==> config.mk <==
export PLATFORM = sky130hd
export DESIGN_NAME = branch_sequencer_flat
export DESIGN_NICKNAME = d
export VERILOG_FILES = /design/src/rtl/branch_sequencer_if.sv /design/src/rtl/branch_sequencer.sv /design/src/flat_wrapper.sv
export SDC_FILE = /design/constraint.sdc
export NUM_CORES = 1
export LEC_CHECK = 0
export BUFFER_PORTS_ARGS = -buffer_cell sky130_fd_sc_hd__clkbuf_2
export CORE_MARGIN = 10
export CORE_UTILIZATION = 25
export CTS_CLUSTER_DIAMETER = 100
export DETAILED_ROUTE_END_ITERATION = 10
export PLACE_DENSITY_LB_ADDON = 0.3
export SLEW_MARGIN = 20
export SYNTH_ARGS = -nofsm -noshare
export SYNTH_HDL_FRONTEND = slang
export SYNTH_SLANG_ARGS = --single-unit
==> constraint.sdc <==
create_clock -name Clk -period 3.1 [get_ports Clk]
set_input_delay 0.465 -clock Clk [delete_from_list [all_inputs] [get_ports Clk]]
set_output_delay 0.465 -clock Clk [all_outputs]
set_load 0.02 [all_outputs]
==> src/rtl/branch_sequencer_if.sv <==
// Sequencer-side bus: instruction fetch, BLU branch handshake and datapath execute handshake.
interface branch_sequencer_if #(
   parameter int unsigned PC_WIDTH = 16
);
   logic [PC_WIDTH-1:0] PC;
   logic                InstrReq;
   logic                InstrValid;
   logic [15:0]         Instr;
   logic                BranchCycle;
   logic [1:0]          BranchCond;
   logic                DoBranch;
   logic                ExecStart;
   logic                ExecDone;
   logic [15:0]         IR;
   logic                Halted;

   modport master (
      output PC, InstrReq, BranchCycle, BranchCond, ExecStart, IR, Halted,
      input  InstrValid, Instr, DoBranch, ExecDone
   );

   modport slave (
      input  PC, InstrReq, BranchCycle, BranchCond, ExecStart, IR, Halted,
      output InstrValid, Instr, DoBranch, ExecDone
   );
endinterface

==> src/rtl/branch_sequencer.sv <==
// Instruction sequencer: owns the PC, fetches, decodes branch vs. non-branch,
// drives the BLU branch cycle and hands non-branch instructions to the datapath.
module branch_sequencer #(
   parameter int unsigned         PC_WIDTH   = 16,
   parameter logic [PC_WIDTH-1:0] RESET_PC   = '0,
   parameter logic [1:0]          BRANCH_OP  = 2'b11,
   parameter logic [15:0]         HALT_INSTR = 16'h0000
) (
   input  logic                Clk,
   input  logic                Reset_n,
   branch_sequencer_if.master  bus
);

   localparam int unsigned ST_W = 3;

   localparam logic [ST_W-1:0] S_FETCH  = 3'd0;
   localparam logic [ST_W-1:0] S_DECODE = 3'd1;
   localparam logic [ST_W-1:0] S_BRANCH = 3'd2;
   localparam logic [ST_W-1:0] S_EXEC   = 3'd3;
   localparam logic [ST_W-1:0] S_HALT   = 3'd4;

   logic [ST_W-1:0]     state_q, state_d;
   logic [PC_WIDTH-1:0] pc_q, pc_d;
   logic [15:0]         ir_q, ir_d;
   logic                instr_req_q, instr_req_d;
   logic                branch_cycle_q, branch_cycle_d;
   logic [1:0]          branch_cond_q, branch_cond_d;
   logic                exec_start_q, exec_start_d;
   logic                halted_q, halted_d;
   logic [PC_WIDTH-1:0] branch_off;

   // 12-bit PC-relative offset, sign-extended to the PC width.
   assign branch_off = PC_WIDTH'($signed(ir_q[11:0]));

   always_ff @(posedge Clk or negedge Reset_n) begin
      if (!Reset_n) begin
         state_q        <= S_FETCH;
         pc_q           <= RESET_PC;
         ir_q           <= '0;
         instr_req_q    <= 1'b0;
         branch_cycle_q <= 1'b0;
         branch_cond_q  <= 2'b00;
         exec_start_q   <= 1'b0;
         halted_q       <= 1'b0;
      end else begin
         state_q        <= state_d;
         pc_q           <= pc_d;
         ir_q           <= ir_d;
         instr_req_q    <= instr_req_d;
         branch_cycle_q <= branch_cycle_d;
         branch_cond_q  <= branch_cond_d;
         exec_start_q   <= exec_start_d;
         halted_q       <= halted_d;
      end
   end

   // Next state; InstrReq is re-armed on every return to FETCH so a
   // memory with immediate valid gives a one-cycle fetch.
   always_comb begin
      state_d        = state_q;
      pc_d           = pc_q;
      ir_d           = ir_q;
      instr_req_d    = 1'b0;
      branch_cycle_d = 1'b0;
      branch_cond_d  = 2'b00;
      exec_start_d   = 1'b0;
      halted_d       = halted_q;

      case (state_q)
         S_FETCH: begin
            if (instr_req_q && bus.InstrValid) begin
               ir_d    = bus.Instr;
               state_d = S_DECODE;
            end else begin
               instr_req_d = 1'b1;
            end
         end
         S_DECODE: begin
            if (ir_q == HALT_INSTR) begin
               state_d  = S_HALT;
               halted_d = 1'b1;
            end else if (ir_q[15:14] == BRANCH_OP) begin
               state_d        = S_BRANCH;
               branch_cycle_d = 1'b1;
               branch_cond_d  = ir_q[13:12];
            end else begin
               state_d      = S_EXEC;
               exec_start_d = 1'b1;
            end
         end
         S_BRANCH: begin
            pc_d        = bus.DoBranch ? pc_q + branch_off : pc_q + PC_WIDTH'(1);
            state_d     = S_FETCH;
            instr_req_d = 1'b1;
         end
         S_EXEC: begin
            if (bus.ExecDone) begin
               pc_d        = pc_q + PC_WIDTH'(1);
               state_d     = S_FETCH;
               instr_req_d = 1'b1;
            end
         end
         S_HALT: begin
            state_d = S_HALT;
         end
         default: begin
            state_d = S_FETCH;
         end
      endcase
   end

   assign bus.PC          = pc_q;
   assign bus.InstrReq    = instr_req_q;
   assign bus.BranchCycle = branch_cycle_q;
   assign bus.BranchCond  = branch_cond_q;
   assign bus.ExecStart   = exec_start_q;
   assign bus.IR          = ir_q;
   assign bus.Halted      = halted_q;

endmodule

==> src/flat_wrapper.sv <==
// flat-port wrapper written by rule: the top's interface ports become plain ports
module branch_sequencer_flat 
#(
   parameter int unsigned         PC_WIDTH   = 16,
   parameter logic [PC_WIDTH-1:0] RESET_PC   = '0,
   parameter logic [1:0]          BRANCH_OP  = 2'b11,
   parameter logic [15:0]         HALT_INSTR = 16'h0000
)
  (Clk, Reset_n, bus_PC, bus_InstrReq, bus_BranchCycle, bus_BranchCond, bus_ExecStart, bus_IR, bus_Halted, bus_InstrValid, bus_Instr, bus_DoBranch, bus_ExecDone);
  branch_sequencer_if #(.PC_WIDTH(PC_WIDTH)) bus_i ();
  input  logic Clk;
  input  logic Reset_n;
  output wire logic [$bits(bus_i.PC)-1:0] bus_PC;
  output wire logic [$bits(bus_i.InstrReq)-1:0] bus_InstrReq;
  output wire logic [$bits(bus_i.BranchCycle)-1:0] bus_BranchCycle;
  output wire logic [$bits(bus_i.BranchCond)-1:0] bus_BranchCond;
  output wire logic [$bits(bus_i.ExecStart)-1:0] bus_ExecStart;
  output wire logic [$bits(bus_i.IR)-1:0] bus_IR;
  output wire logic [$bits(bus_i.Halted)-1:0] bus_Halted;
  input wire logic [$bits(bus_i.InstrValid)-1:0] bus_InstrValid;
  input wire logic [$bits(bus_i.Instr)-1:0] bus_Instr;
  input wire logic [$bits(bus_i.DoBranch)-1:0] bus_DoBranch;
  input wire logic [$bits(bus_i.ExecDone)-1:0] bus_ExecDone;
  assign bus_PC = bus_i.PC;
  assign bus_InstrReq = bus_i.InstrReq;
  assign bus_BranchCycle = bus_i.BranchCycle;
  assign bus_BranchCond = bus_i.BranchCond;
  assign bus_ExecStart = bus_i.ExecStart;
  assign bus_IR = bus_i.IR;
  assign bus_Halted = bus_i.Halted;
  assign bus_i.InstrValid = bus_InstrValid;
  assign bus_i.Instr = bus_Instr;
  assign bus_i.DoBranch = bus_DoBranch;
  assign bus_i.ExecDone = bus_ExecDone;
  branch_sequencer #(.PC_WIDTH(PC_WIDTH), .RESET_PC(RESET_PC), .BRANCH_OP(BRANCH_OP), .HALT_INSTR(HALT_INSTR)) u_core (.Clk(Clk), .Reset_n(Reset_n), .bus(bus_i));
endmodule
==> qor.csv <==
stage,metric,value,unit
outcome,run status,"finished, final reports clean",
sta,Worst Tran Pin Value,0.798,ns
pwr,clock share of power,0.081,
sta,Max Freq,0.398,GHz
worst_setup_path,worst path cell trace,ha_1 -> fa_1 -> a21oi_1 -> o21ai_2 -> a2111o_1 -> a31o_2 -> xnor2_1 -> a21oi_1,
place,IO buf count,58,
clock_tree,Post-CTS Hold Buffers,0,
yosys,post-synthesis compound-gate area fraction,0.215,
worst_setup_path,CP dominant cell by count,a21oi_1,
layout,utilization after layout,0.303,
run,maxcap violations,0,
yosys,dominant synthesized flop cell,dfrtp_1,
clock_tree,# clock sinks,41,
floorplan,Die W,126,um
layout,Area Overhead vs Synth,18.1,%
layout,layout cell share with drive strength beyond 1,0.269,
clock_tree,clock buffer depth,2,
sta,Tmin final,2.51,ns
worst_setup_path,path depth of the worst reg2reg path,8,
clock_tree,CTS tree,done,
drt,Post-Route WL,8240,um
pwr,leakage,1.42,nW
yosys,Yosys top cell by area,dfrtp_1,
worst_setup_path,CP startpoint kind,register,
sta,"Period Utilization, post-route",0.810,
floorplan,chip height,126,um
sta,RSZ-0062 raised after global routing,false,
clock_tree,# H-tree levels,2,
drt,DRC viols,0,
yosys,most common cell in the netlist,dfrtp_1,
layout,"non-filler cells, final",504,
yosys,"EDFF count, synth",0,
floorplan,Die Area,15800,um2
drt,post-route ant nets,0,
sta,Final setup viols,0,
floorplan,area of the core,10900,um2
layout,register area,1030,um2
worst_setup_path,critical path start-end classification,reg -> reg,
yosys,Gate Count Post-Synth,307,
clock_tree,# resized after CTS,0,
grt,vias in the first global route,2630,
worst_setup_path,"setup slack, reg-to-reg",0.59,ns
clock_tree,cts bufs inserted,5,
yosys,"top cells by area, synth","dfrtp_1 (37%), ha_1 (7.2%), mux2_2 (6.9%), a21oi_1 (5.9%), nand2_1 (4.2%)",
place,hpwl dp,6340,um
drt,initial DRC count,140,
sta,TNS Setup,0,ns
pwr,sw frac,0.524,
layout,Multi-input gate area,1670,um2
worst_setup_path,Critical Path End Type,register,
sta,final count of pins violating max slew,0,
grt,first-pass GRT wire length,14000,um
place,# placed instances,496,
floorplan,Starting Density,0.256,
pwr,P per Cell Area,1330,nW/um2
yosys,Seq cells post-synth,41,
pwr,switching power,2.30,mW
sta,relative slew slack,0.468,
yosys,Avg Inst Size Synth,9.09,um2
sta,PnR worst setup slack,0.589,ns
yosys,Commonest cells post-synth,"dfrtp_1 (41), a21oi_1 (33), nand2_1 (31), nor2_1 (28), o21ai_0 (18)",
grt,initial antenna violation count,0,
clock_tree,later-pin clock latency in the skew report,0.29,ns
yosys,Synth Cell Area,2790,um2
clock_tree,clk slew on worst S/H paths,0.08,ns
worst_hold_path,Hold Crit Class,in -> async,
pwr,logic gate share of total power,0.656,
drt,1st-pass router iterations,4,
place,pre-CTS WS,0.643,ns
sta,final hold vios,0,
clock_tree,post-CTS setup buffer count,0,
yosys,Post-Synth Simple-Gate Area,0.201,
grt,largest net degree at the start of global routing,42,
worst_setup_path,Max stage delay on crit path,0.46,ns
grt,All-Layer GR Usage,0.104,
worst_setup_path,Critical Path AT,2.73,ns
worst_setup_path,Worst Path Max Fanout,7,
sta,Fin Clk Skew,0.00607,ns
clock_tree,Clock Root Buffer,clkbuf_8,
floorplan,# IOs,59,
yosys,synth unique cells,56,
drt,Avg WL per Cell,16.3,um
drt,vias per cell,5.20,
worst_setup_path,Crit-path slowest cell,dfrtp_1,
yosys,share of the synthesized area in the top cell type,0.368,
layout,# fillers,1157,
yosys,Post-Synth Adder-Cell Area,0.0789,
pwr,Max VDD drop,0.601,mV
yosys,YS warnings,0,
yosys,post-synthesis mux area share,0.0758,
pwr,Int Pwr,2.09,mW
yosys,"Async S/R FF share, synth",1.00,
yosys,Synthesized Nets,345,
yosys,main combinational cell family by area after synthesis,compound AO/OA/AOI/OAI gates,
floorplan,num rows,38,
yosys,XOR/XNOR Fraction of Synth Area,0.0283,
drt,routed vias,2621,
layout,final net count,401,
grt,grt ovf,0,
pwr,"Power, Total",4.39,mW
layout,n_diodes,0,
yosys,sequential fraction of the synthesis area,0.368,
worst_setup_path,Required @ worst endpoint,3.32,ns
place,RD Place Congestion,0.839,
pwr,Seq pwr share,0.264,
[sequential cells by signal (all words and copies together) (netlist names)]
name                    cells
u_core.bus.Halted           1
u_core.bus.IR              16
u_core.bus.BranchCycle      1
u_core.bus.InstrReq         1
u_core.bus.PC              16
u_core.state_q              3
u_core.bus.BranchCond       2
u_core.bus.ExecStart        1
[path summary, 6_finish.rpt]
check                               endpoint         startpoint
max                        u_core.bus.PC[10]   u_core.bus.PC[0]
min                         u_core.bus.PC[3]            Reset_n
max reg2reg                u_core.bus.PC[10]   u_core.bus.PC[0]
min reg2reg                u_core.bus.Halted  u_core.bus.Halted
max in group asynchronous  u_core.bus.IR[14]            Reset_n
min in group Clk           u_core.state_q[1]       bus_ExecDone
[metrics by stage]
stage | instance area (um2) | hold slack, ns
floorplan | 2790 | 0.169
global placement | 3210 | 0.467
detailed placement | 3210 | 0.464
CTS | 3290 | 0.386
global route | 3290 | 0.188
finish | 3290 | 0.149
[placed cells by master, fill, tap and decap left out, drive strengths merged, types with 5 or more instances in the layout]
master	count
a211oi	5
a21oi	34
a31oi	7
and2	5
clkbuf	62
dfrtp	41
ha	16
inv	7
mux2	17
nand2	31
nand3	10
nand4	6
nor2	29
nor3	6
nor4	9
o21ai	21
o22ai	5
xnor2	7
[per-layer routing]
layer,track usage,part of all wire
met1,0.133,0.45
met2,0.174,0.48
met3,0.0252,0.060
met4,0.0210,0.0038
met5,0,0
[cell type report]
| type | count | share of cell area |
|---|---|---|
| clock buffers | 5 | 0.0209 |
| well taps | 140 | 0.0532 |
| repair buffers | 60 | 0.0934 |
| inverters | 7 | 0.00798 |
| multi-input cells | 248 | 0.508 |
| flip-flops and latches | 41 | 0.311 |
| clock inverters | 3 | 0.00532 |
[kinds of logic (layout without fill, tap and decap cells)]
kind of cell,count (synthesis),count (layout)
compound gates,94,94
xor+xnor,9,9
fa+ha+maj,17,17
buf+inv,18,75
flops,41,41
mux,19,19
simple gates,109,109
[power by group through the flow]
stage / registers [mW] / clock network (mW) / logic [mW]
after global placement: 1.16 / 0 / 2.86
final: 1.16 / 0.355 / 2.88
after CTS: 1.16 / 0.373 / 2.89
after floorplan: 1.32 / 0 / 1.91
after detailed placement: 1.17 / 0 / 2.87
after global routing: 1.21 / 0.394 / 3.24
[critical path: cells and delay by family (launching register included)]
family,cells,cell delay [ns]
flops,1,0.46
fa+ha+maj,2,0.68
compound gates,5,1.19
xor+xnor,1,0.11
Note: power is estimated with default switching activity, not from simulation.
